File: config.mk
export PLATFORM = sky130hd
export DESIGN_NAME = dl11_fifo_regs
export DESIGN_NICKNAME = d
export VERILOG_FILES = /design/src/rtl/dl11_fifo_regs.sv
export SDC_FILE = /design/constraint.sdc
export NUM_CORES = 1
export LEC_CHECK = 0
export CORE_MARGIN = 10
export CORE_UTILIZATION = 40
export CTS_CLUSTER_DIAMETER = 150
export CTS_CLUSTER_SIZE = 12
export DETAILED_ROUTE_END_ITERATION = 10
export PLACE_DENSITY_LB_ADDON = 0.1
export SYNTH_ARGS = -nofsm -noshare
export SYNTH_HDL_FRONTEND = slang
export SYNTH_SLANG_ARGS = --single-unit
export TNS_END_PERCENT = 20
File: constraint.sdc
create_clock -name clk -period 2.2 [get_ports clk]
set_input_delay 0.44 -clock clk [delete_from_list [all_inputs] [get_ports clk]]
set_output_delay 0.44 -clock clk [all_outputs]
set_load 0.02 [all_outputs]
File: src/rtl/dl11_fifo_regs.sv
// DL11 serial line register file with RX/TX byte FIFOs and two-source interrupt logic.
// Define DL11_RX_ERR_EN to report receive overruns in RBUF bits 15 (ERR) and 14 (OVR).
module dl11_fifo #(
    parameter int DEPTH = 4
) (
    input  logic       clk,
    input  logic       reset,
    input  logic       i_push,
    input  logic [7:0] i_din,
    input  logic       i_pop,
    output logic [7:0] o_dout,
    output logic       o_empty,
    output logic       o_full
);
    localparam int AW = $clog2(DEPTH);

    logic [7:0]  r_mem [DEPTH];
    logic [AW:0] r_wp;
    logic [AW:0] r_rp;

    assign o_empty = (r_wp == r_rp);
    assign o_full  = (r_wp[AW] != r_rp[AW]) && (r_wp[AW-1:0] == r_rp[AW-1:0]);
    assign o_dout  = r_mem[r_rp[AW-1:0]];

    always_ff @(posedge clk) begin
        if (i_push) begin
            r_mem[r_wp[AW-1:0]] <= i_din;
        end
    end

    always_ff @(posedge clk) begin
        if (reset) begin
            r_wp <= '0;
            r_rp <= '0;
        end else begin
            if (i_push) r_wp <= r_wp + {{AW{1'b0}}, 1'b1};
            if (i_pop)  r_rp <= r_rp + {{AW{1'b0}}, 1'b1};
        end
    end
endmodule

module dl11_fifo_regs #(
    parameter logic [12:0] BASE_ADDR = 13'o17560,
    parameter logic [7:0]  VECTOR    = 8'o60,
    parameter int          RX_DEPTH  = 4,
    parameter int          TX_DEPTH  = 4
) (
    input  logic        clk,
    input  logic        reset,
    input  logic [12:0] iopage_addr,
    input  logic [15:0] data_in,
    input  logic        iopage_rd,
    input  logic        iopage_wr,
    input  logic        iopage_byte_op,
    output logic [15:0] data_out,
    output logic        decode,
    output logic        interrupt,
    input  logic        interrupt_ack,
    output logic [7:0]  vector,
    input  logic        rx_strobe,
    input  logic [7:0]  rx_byte,
    output logic        tx_valid,
    output logic [7:0]  tx_data,
    input  logic        tx_ready
);
    logic [12:0] w_off;
    logic [1:0]  w_sel;
    logic        w_odd, w_rd, w_wr, w_lo_wr;
    logic [15:0] w_word, w_rbuf;
    logic [7:0]  w_rx_head;
    logic        w_rx_empty, w_rx_full, w_tx_empty, w_tx_full;
    logic        w_rx_pop, w_rx_push, w_rx_drop, w_tx_push, w_tx_pop;
    logic        w_ready, w_rx_req, w_tx_req, w_flag_set;
    logic [1:0]  w_err;
    logic        r_rie, r_tie, r_tflag, r_ready_q;

    assign w_off   = iopage_addr - BASE_ADDR;
    assign decode  = (w_off[12:3] == '0);
    assign w_sel   = w_off[2:1];
    assign w_odd   = iopage_byte_op & w_off[0];
    assign w_rd    = iopage_rd & decode;
    assign w_wr    = iopage_wr & decode;
    // Odd byte writes carry only the high lane, where no writable bit lives.
    assign w_lo_wr = w_wr & ~w_odd;

    assign w_rx_pop  = w_rd && (w_sel == 2'd1) && !w_odd && !w_rx_empty;
    assign w_rx_push = rx_strobe && (!w_rx_full || w_rx_pop);
    assign w_rx_drop = rx_strobe && w_rx_full && !w_rx_pop;
    assign w_tx_push = w_lo_wr && (w_sel == 2'd3) && !w_tx_full;
    assign w_tx_pop  = tx_valid && tx_ready;
    assign w_ready   = ~w_tx_full;
    assign tx_valid  = ~w_tx_empty;

    dl11_fifo #(.DEPTH(RX_DEPTH)) u_rx (
        .clk(clk), .reset(reset), .i_push(w_rx_push), .i_din(rx_byte),
        .i_pop(w_rx_pop), .o_dout(w_rx_head), .o_empty(w_rx_empty), .o_full(w_rx_full)
    );

    dl11_fifo #(.DEPTH(TX_DEPTH)) u_tx (
        .clk(clk), .reset(reset), .i_push(w_tx_push), .i_din(data_in[7:0]),
        .i_pop(w_tx_pop), .o_dout(tx_data), .o_empty(w_tx_empty), .o_full(w_tx_full)
    );

`ifdef DL11_RX_ERR_EN
    logic r_ovr;
    always_ff @(posedge clk) begin
        if (reset)          r_ovr <= 1'b0;
        else if (w_rx_drop) r_ovr <= 1'b1;
        else if (w_rx_pop)  r_ovr <= 1'b0;
    end
    assign w_err = {r_ovr, r_ovr};
`else
    assign w_err = 2'b00;
`endif

    assign w_rbuf = w_rx_empty ? '0 : {w_err, 6'b0, w_rx_head};

    always_comb begin
        w_word = '0;
        case (w_sel)
            2'd0:    w_word = {8'b0, ~w_rx_empty, r_rie, 6'b0};
            2'd1:    w_word = w_rbuf;
            2'd2:    w_word = {8'b0, w_ready, r_tie, 6'b0};
            default: w_word = '0;
        endcase
    end

    always_comb begin
        data_out = '0;
        if (w_rd) begin
            if (!iopage_byte_op) data_out = w_word;
            else if (w_odd)      data_out = {8'b0, w_word[15:8]};
            else                 data_out = {8'b0, w_word[7:0]};
        end
    end

    assign w_rx_req   = r_rie & ~w_rx_empty;
    assign w_tx_req   = r_tie & r_tflag;
    assign interrupt  = w_rx_req | w_tx_req;
    assign vector     = w_rx_req ? VECTOR : (w_tx_req ? VECTOR + 8'd4 : 8'd0);
    assign w_flag_set = (w_ready && !r_ready_q) ||
                        (w_lo_wr && (w_sel == 2'd2) && data_in[6] && w_ready);

    always_ff @(posedge clk) begin
        if (reset) begin
            r_rie     <= 1'b0;
            r_tie     <= 1'b0;
            r_tflag   <= 1'b1;
            r_ready_q <= 1'b1;
        end else begin
            r_ready_q <= w_ready;
            if (w_lo_wr && (w_sel == 2'd0)) r_rie <= data_in[6];
            if (w_lo_wr && (w_sel == 2'd2)) r_tie <= data_in[6];
            if (w_flag_set)
                r_tflag <= 1'b1;
            else if (interrupt_ack && w_tx_req && !w_rx_req)
                r_tflag <= 1'b0;
        end
    end
endmodule

======== Word-level counts from Yosys, hierarchy flattened ========
Memories as Yosys holds them, arrays and structs flattened. A register that Yosys moved wholly into a read port is not among the register bits.
Cells that the tools add are included.
operators by class
  add/sub/neg operators ................... 5
  eq/ne operators ......................... 9
  muxes and demuxes ....................... 15
  bitwise gates (word level) .............. 11
  reduce and logical (&&, ||, !) cells .... 27
operators by type and width
  cell                      count
  $mux W16                  2
  $pmux W8 S3               1
  $logic_and A1 B1 Y1       16
  $mux W8                   2
  $sub A13 B13 Y13 const B  1
  $add A3 B1 Y3 const B     4
  $mux W6                   2
  $logic_not A10 Y1         1
  $mux W2                   4
  $and A1 B1 Y1             6
  $eq A3 B3 Y1              2
  $logic_not A1 Y1          6
  $eq A2 B2 Y1              2
  $eq A2 B2 Y1 const B      2
  $mux W1                   4
  $not A1 Y1                4
  $eq A2 B1 Y1 const B      1
  $logic_not A2 Y1          1
  $logic_or A1 B1 Y1        2
  $ne A1 B1 Y1              2
  $reduce_or A2 Y1          1
  $or A1 B1 Y1              1
word-level totals
  bits in registers ....................... 16
  RAM bits ................................ 64
  input port bits ......................... 45
  output and inout port bits .............. 35
  logic and storage cells ................. 77
  memories ................................ 2
memories
  name        depth  width  read ports  clocked after memory_dff  wr ports  line  RTL
  u_rx.r_mem  4      8      1           1                         1         17    logic [7:0] r_mem [DEPTH];
  u_tx.r_mem  4      8      1           1                         1         17

======== Depth between registers and ports, before layout ========
  word-level depth ........................ 10
  mapped depth ............................ 8
  mapped depth without buffers ............ 6

======== By module ========
A second synthesis with hierarchy kept.
unflattened totals
  cells, all modules ...................... 238
  area total of the unflattened synthesis .. 3684.8 µm²
by module, submodules not included
  module          times used  cells an instance  area an instance (µm²)  sequential area each (µm²)
  dl11_fifo       2           82                 1557.7                  1121.1
  dl11_fifo_regs  1           74                 569.3                   80.1

======== Worst setup path before layout ========
OpenSTA, ideal clock, no wires.
  path kind ............................... input to register
  start ................................... input iopage_addr[4]
  end ..................................... memory u_rx.r_mem[0][0], enable pin
  library setup time ...................... 0.332 ns
  arrival ................................. 1.997 ns
  required time ........................... 1.868 ns
  path slack .............................. -0.129 ns
  stages on the path ...................... 6
  path buffers ............................ 0
  path through ............................ ha_1 -> nand4b_1 -> a21oi_4 -> nand2_1 -> o41ai_1 -> and2_1
on the way
  longest elaborated chain between the ends .. 10
RTL lines
  item                               line  RTL
  start: declaration                 50    input logic [12:0] iopage_addr,
  $sub A13 B13 Y13                   77    assign w_off = iopage_addr - BASE_ADDR;
  $logic_not A10 Y1                  78    assign decode = (w_off[12:3] == '0);
  $and A1 B1 Y1                      81    assign w_rd = iopage_rd & decode;
  $logic_and A1 B1 Y1 (3 in series)  86    assign w_rx_pop = w_rd && (w_sel == 2'd1) && !w_odd && !w_rx_empty;
  $logic_or A1 B1 Y1                 87    assign w_rx_push = rx_strobe && (!w_rx_full || w_rx_pop);
  $logic_and A1 B1 Y1                87
  $mux W1                            26    if (i_push) begin
  $mux W1 (implied by the code)      27    r_mem[r_wp[AW-1:0]] <= i_din;
  end: declaration                   17
No other way between the ends.

======== Worst setup path in the final report ========
  start ................................... input iopage_addr[2]
  end ..................................... output data_out[5]
on the way
  longest elaborated chain between the ends .. 6
  elaborated cells between the ends (all ways) .. 10
  classes of those cells .................. add/sub (1); eq/ne (2); mux (4); bitwise (1); reduce/logical (2)
RTL lines
  item                                        line  RTL
  $sub A13 B13 Y13 *                          77
  $eq A2 B2 Y1, or another cell as far along  120   case (w_sel)
  $pmux W8 S3                                 120
  $mux W8                                     132   else if (w_odd) data_out = {8'b0, w_word[15:8]};
  $mux W16                                    131   if (!iopage_byte_op) data_out = w_word;
  $mux W16 *                                  130   if (w_rd) begin
  end: declaration                            55    output logic [15:0] data_out,
Mark *: on every way between the ends. The rest lies on a longest branch, timed or not.

==> results.md <==
- Status: complete, but fails checks
- Failing checks: negative setup slack
- Largest family of logic cells by synthesized area: multiplexers
- Sink Count: 84
- Adder-cell share of the synthesized area: 0.0366
- Xor/xnor share of the synthesized area: 0.0326
- Vias/cell: 4.86
- Pleak: 1.90 nW
- Main flop type after synthesis: edfxtp_1
- YS warnings: 0
- P_sw: 702 uW
- Slew @ Worst Pin: 0.496 ns
- Die H: 117 um
- Post-route insts no fill: 466
- H-tree depth: 3
- Routed wire length: 7650 um
- Pwr/cell area: 636 nW/um^2
- Max stage delay on crit path: 0.46 ns
- CTS buffer count: 9
- R2r worst-path depth: 6
- Synthesis-stage register bit count: 84
- Critical Setup Path Class: in2out
- Reg clk slew, reported paths: 0.08 ns
- Worst clock skew: 0.00726 ns
- Most frequent cells in the layout: edfxtp_1, buf_4, clkdlybuf4s50_1
- Crit share post-route: 1.02
- Mean Syn Cell Area: 14.7 sq um
- Worst-skew pair later-pin latency: 0.35 ns
- Seq/Total Area, Yosys: 0.617
- Die area: 13700 sq um
- Pre-CTS setup slack: -0.885 ns
- Core Area: 9200 sq um
- Area growth syn-to-layout: 34.5%
- DRC: 0
- Reg-to-reg endpoint: u_rx.r_mem[0][0]$_DFFE_PP_
- WP data arrival: 1.81 ns
- All-Layer GR Usage: 0.114
- Post-synth EDFFs: 64
- Hold_buf cts: 0
- Commonest non-fill, non-tap cell in the layout: edfxtp_1
- FF/Latch Area: 2330 sq um
- Die W: 117 um
- Reg2Reg Launch Point: u_rx.r_wp[2]$_SDFFE_PP0P_
- Crit path cell chain: clkdlybuf4s50_1, a311oi_2, nand4_4, and2b_1, buf_6
- Part of the power in registers: 0.542
- Simple-gate share of the synthesized area: 0.100
- Multi-input logic area: 1430 sq um
- Unrepaired setup endpoints after global routing: true
- Top cells by area, synth: edfxtp_1, dfxtp_1, mux4_2
- Critical Path Start: iopage_addr[2]
- Ant. Diodes: 0
- Setup TNS Final: -0.0889 ns
- FF-to-FF setup slack: 0.27 ns
- Post-Place Cells: 450
- Share of cells above drive strength 1: 0.324
- Finish-stage setup viols: 2
- Antenna violations before repair: 0
- Power share of the combinational group: 0.081
- Largest net degree at the start of global routing: 16
- Iteration-0 DRC Markers: 88
- Layout net count: 406
- Minimum clock period: 2.25 ns
- Max Slew Vio Count: 0
- Internal power: 2.51 mW
- Fill cells: 808
- Initial DRT Pass Iterations: 4
- Final core utilization: 0.550
- Post-synthesis mux area share: 0.109
- First-pass GRT wire length: 12000 um
- Hold Crit Class: reg2reg
- Via Count: 2266
- CTS root buffer: clkbuf_8
- Wire length per cell: 16.4 um
- Maximum clock frequency: 0.445 GHz
- Vias in the first global route: 2401
- Final setup margin: -0.0466 ns
- Syn Inst Count: 255
- Worst vdd ir: 323 uV
- Worst Path Max Fanout: 7
- Synth area leader: edfxtp_1
- Clock power frac: 0.377
- Total gr overflow: 0
- Ys async rst share: 0
- Port bufs: 58
- CTS tree: built
- Post-route ant nets: 0
- Switching part of the total: 0.218
- Top-area cell type share of the netlist area: 0.511
- Worst hold slack: 0.463 ns
- CP Data Required Time: 1.76 ns
- Clk buf depth: 2
- Critical path's slowest cell: clkdlybuf4s50_1
- Io pins: 80
- DP HPWL: 5750 um
- Synth Area in Compound Gates: 0.0546
- Relative slew slack: 0.667
- Netlist cell types: 47
- Critical Path Source Type: input pin
- Routability congestion estimate: 0.733
- Critical path capture point: data_out[5]
- Max cap viols: 0
- FP Rows: 35
- Synthesized cell area: 3760 sq um
- Critical Path End Type: output pin
- Starting Density: 0.409
- Final Hold Fails: 0
## what timing repair did
action	4_1_cts	5_1_grt
setup buffers	1	0
setup endpoints to repair	82	14
gates resized for setup	107	13
pin swaps	10	3
## through the flow
step                      area [sq um]  total power [mW]
final                             5060              3.22
after global routing              5060              3.35
after CTS                         5040              3.25
after detailed placement          4750              2.03
after global placement            4750              2.02
after floorplan                   3820              1.91
## cell usage after synthesis, drive strengths merged, types with 2 or more instances
| cell type | instances |
|---|---|
| a21bo | 2 |
| a21oi | 8 |
| a2bb2oi | 2 |
| a311oi | 2 |
| a31oi | 2 |
| and2 | 7 |
| and2b | 2 |
| and3 | 3 |
| buf | 18 |
| clkbuf | 6 |
| dfxtp | 20 |
| edfxtp | 64 |
| ha | 11 |
| inv | 8 |
| mux2i | 4 |
| mux4 | 16 |
| nand2 | 12 |
| nand2b | 2 |
| nand3 | 8 |
| nand3b | 3 |
| nand4 | 2 |
| nor2 | 13 |
| nor2b | 6 |
| o21ai | 2 |
| o31ai | 2 |
| xnor2 | 8 |
| xor2 | 6 |
## state kept, by name, summed over array words and instances, names as in the netlist, named ones only
| name | flops |
|---|---|
| u_rx.r_rp | 3 |
| r_rie | 1 |
| u_tx.r_rp | 3 |
| r_ready_q | 1 |
| u_rx.r_wp | 3 |
| r_tie | 1 |
| u_tx.r_wp | 3 |
| u_rx.r_mem | 32 |
| u_tx.r_mem | 32 |
| r_tflag | 1 |
## worst min-delay path by stage
stage	end	cells after the start	from	slack [ns]
finish	r_tflag$_SDFFE_PP1P_	3	r_ready_q$_SDFF_PP1_	0.46
global route	r_tflag$_SDFFE_PP1P_	3	r_ready_q$_SDFF_PP1_	0.50
CTS	r_tflag$_SDFFE_PP1P_	3	r_ready_q$_SDFF_PP1_	0.47
detailed placement	r_tflag$_SDFFE_PP1P_	3	r_ready_q$_SDFF_PP1_	0.45
global placement	r_tflag$_SDFFE_PP1P_	3	r_ready_q$_SDFF_PP1_	0.45
floorplan	r_tflag$_SDFFE_PP1P_	3	r_ready_q$_SDFF_PP1_	0.43
## power groups by stage
stage	Combinational, mW	Clock (mW)	Sequential [mW]
2_1_floorplan	0.126	0	1.78
3_3_place_gp	0.243	0	1.78
3_5_place_dp	0.246	0	1.78
4_1_cts	0.258	1.24	1.74
5_1_grt	0.281	1.32	1.75
6_report	0.260	1.21	1.74
## kinds of logic after synthesis
family | after synthesis
xor gates and xnor gates | 14
buffers and inverters | 32
DFF | 84
other | 1
muxes | 21
and+or+nand+nor | 66
AOI/OAI and AO/OA | 26
adders and majority gates | 11
## area by class of cell
class / count / share of cell area
tap: 111 / 0.0275
sequential: 84 / 0.461
multi-input combinational: 151 / 0.282
clock inverter: 7 / 0.0193
timing repair buffer: 96 / 0.180
inverter: 8 / 0.00594
clock buffer: 9 / 0.0245
## metal layers
metal  track usage  routed length (um)  vias to the layer above
met3        0.0331                 377                        7
met1         0.134                3280                     1087
li1              -                   -                     1120
met2         0.197                3920                       52
met5             0                   0                        -
met4        0.0371                  68                        0
## worst max-delay path, delay by kind of cell
family / cells / cell delay [ns]
AOI/OAI and AO/OA: 1 / 0.33
and+or+nand+nor: 2 / 0.46
buffers and inverters: 2 / 0.57
Note: power is estimated with default switching activity, not from simulation.
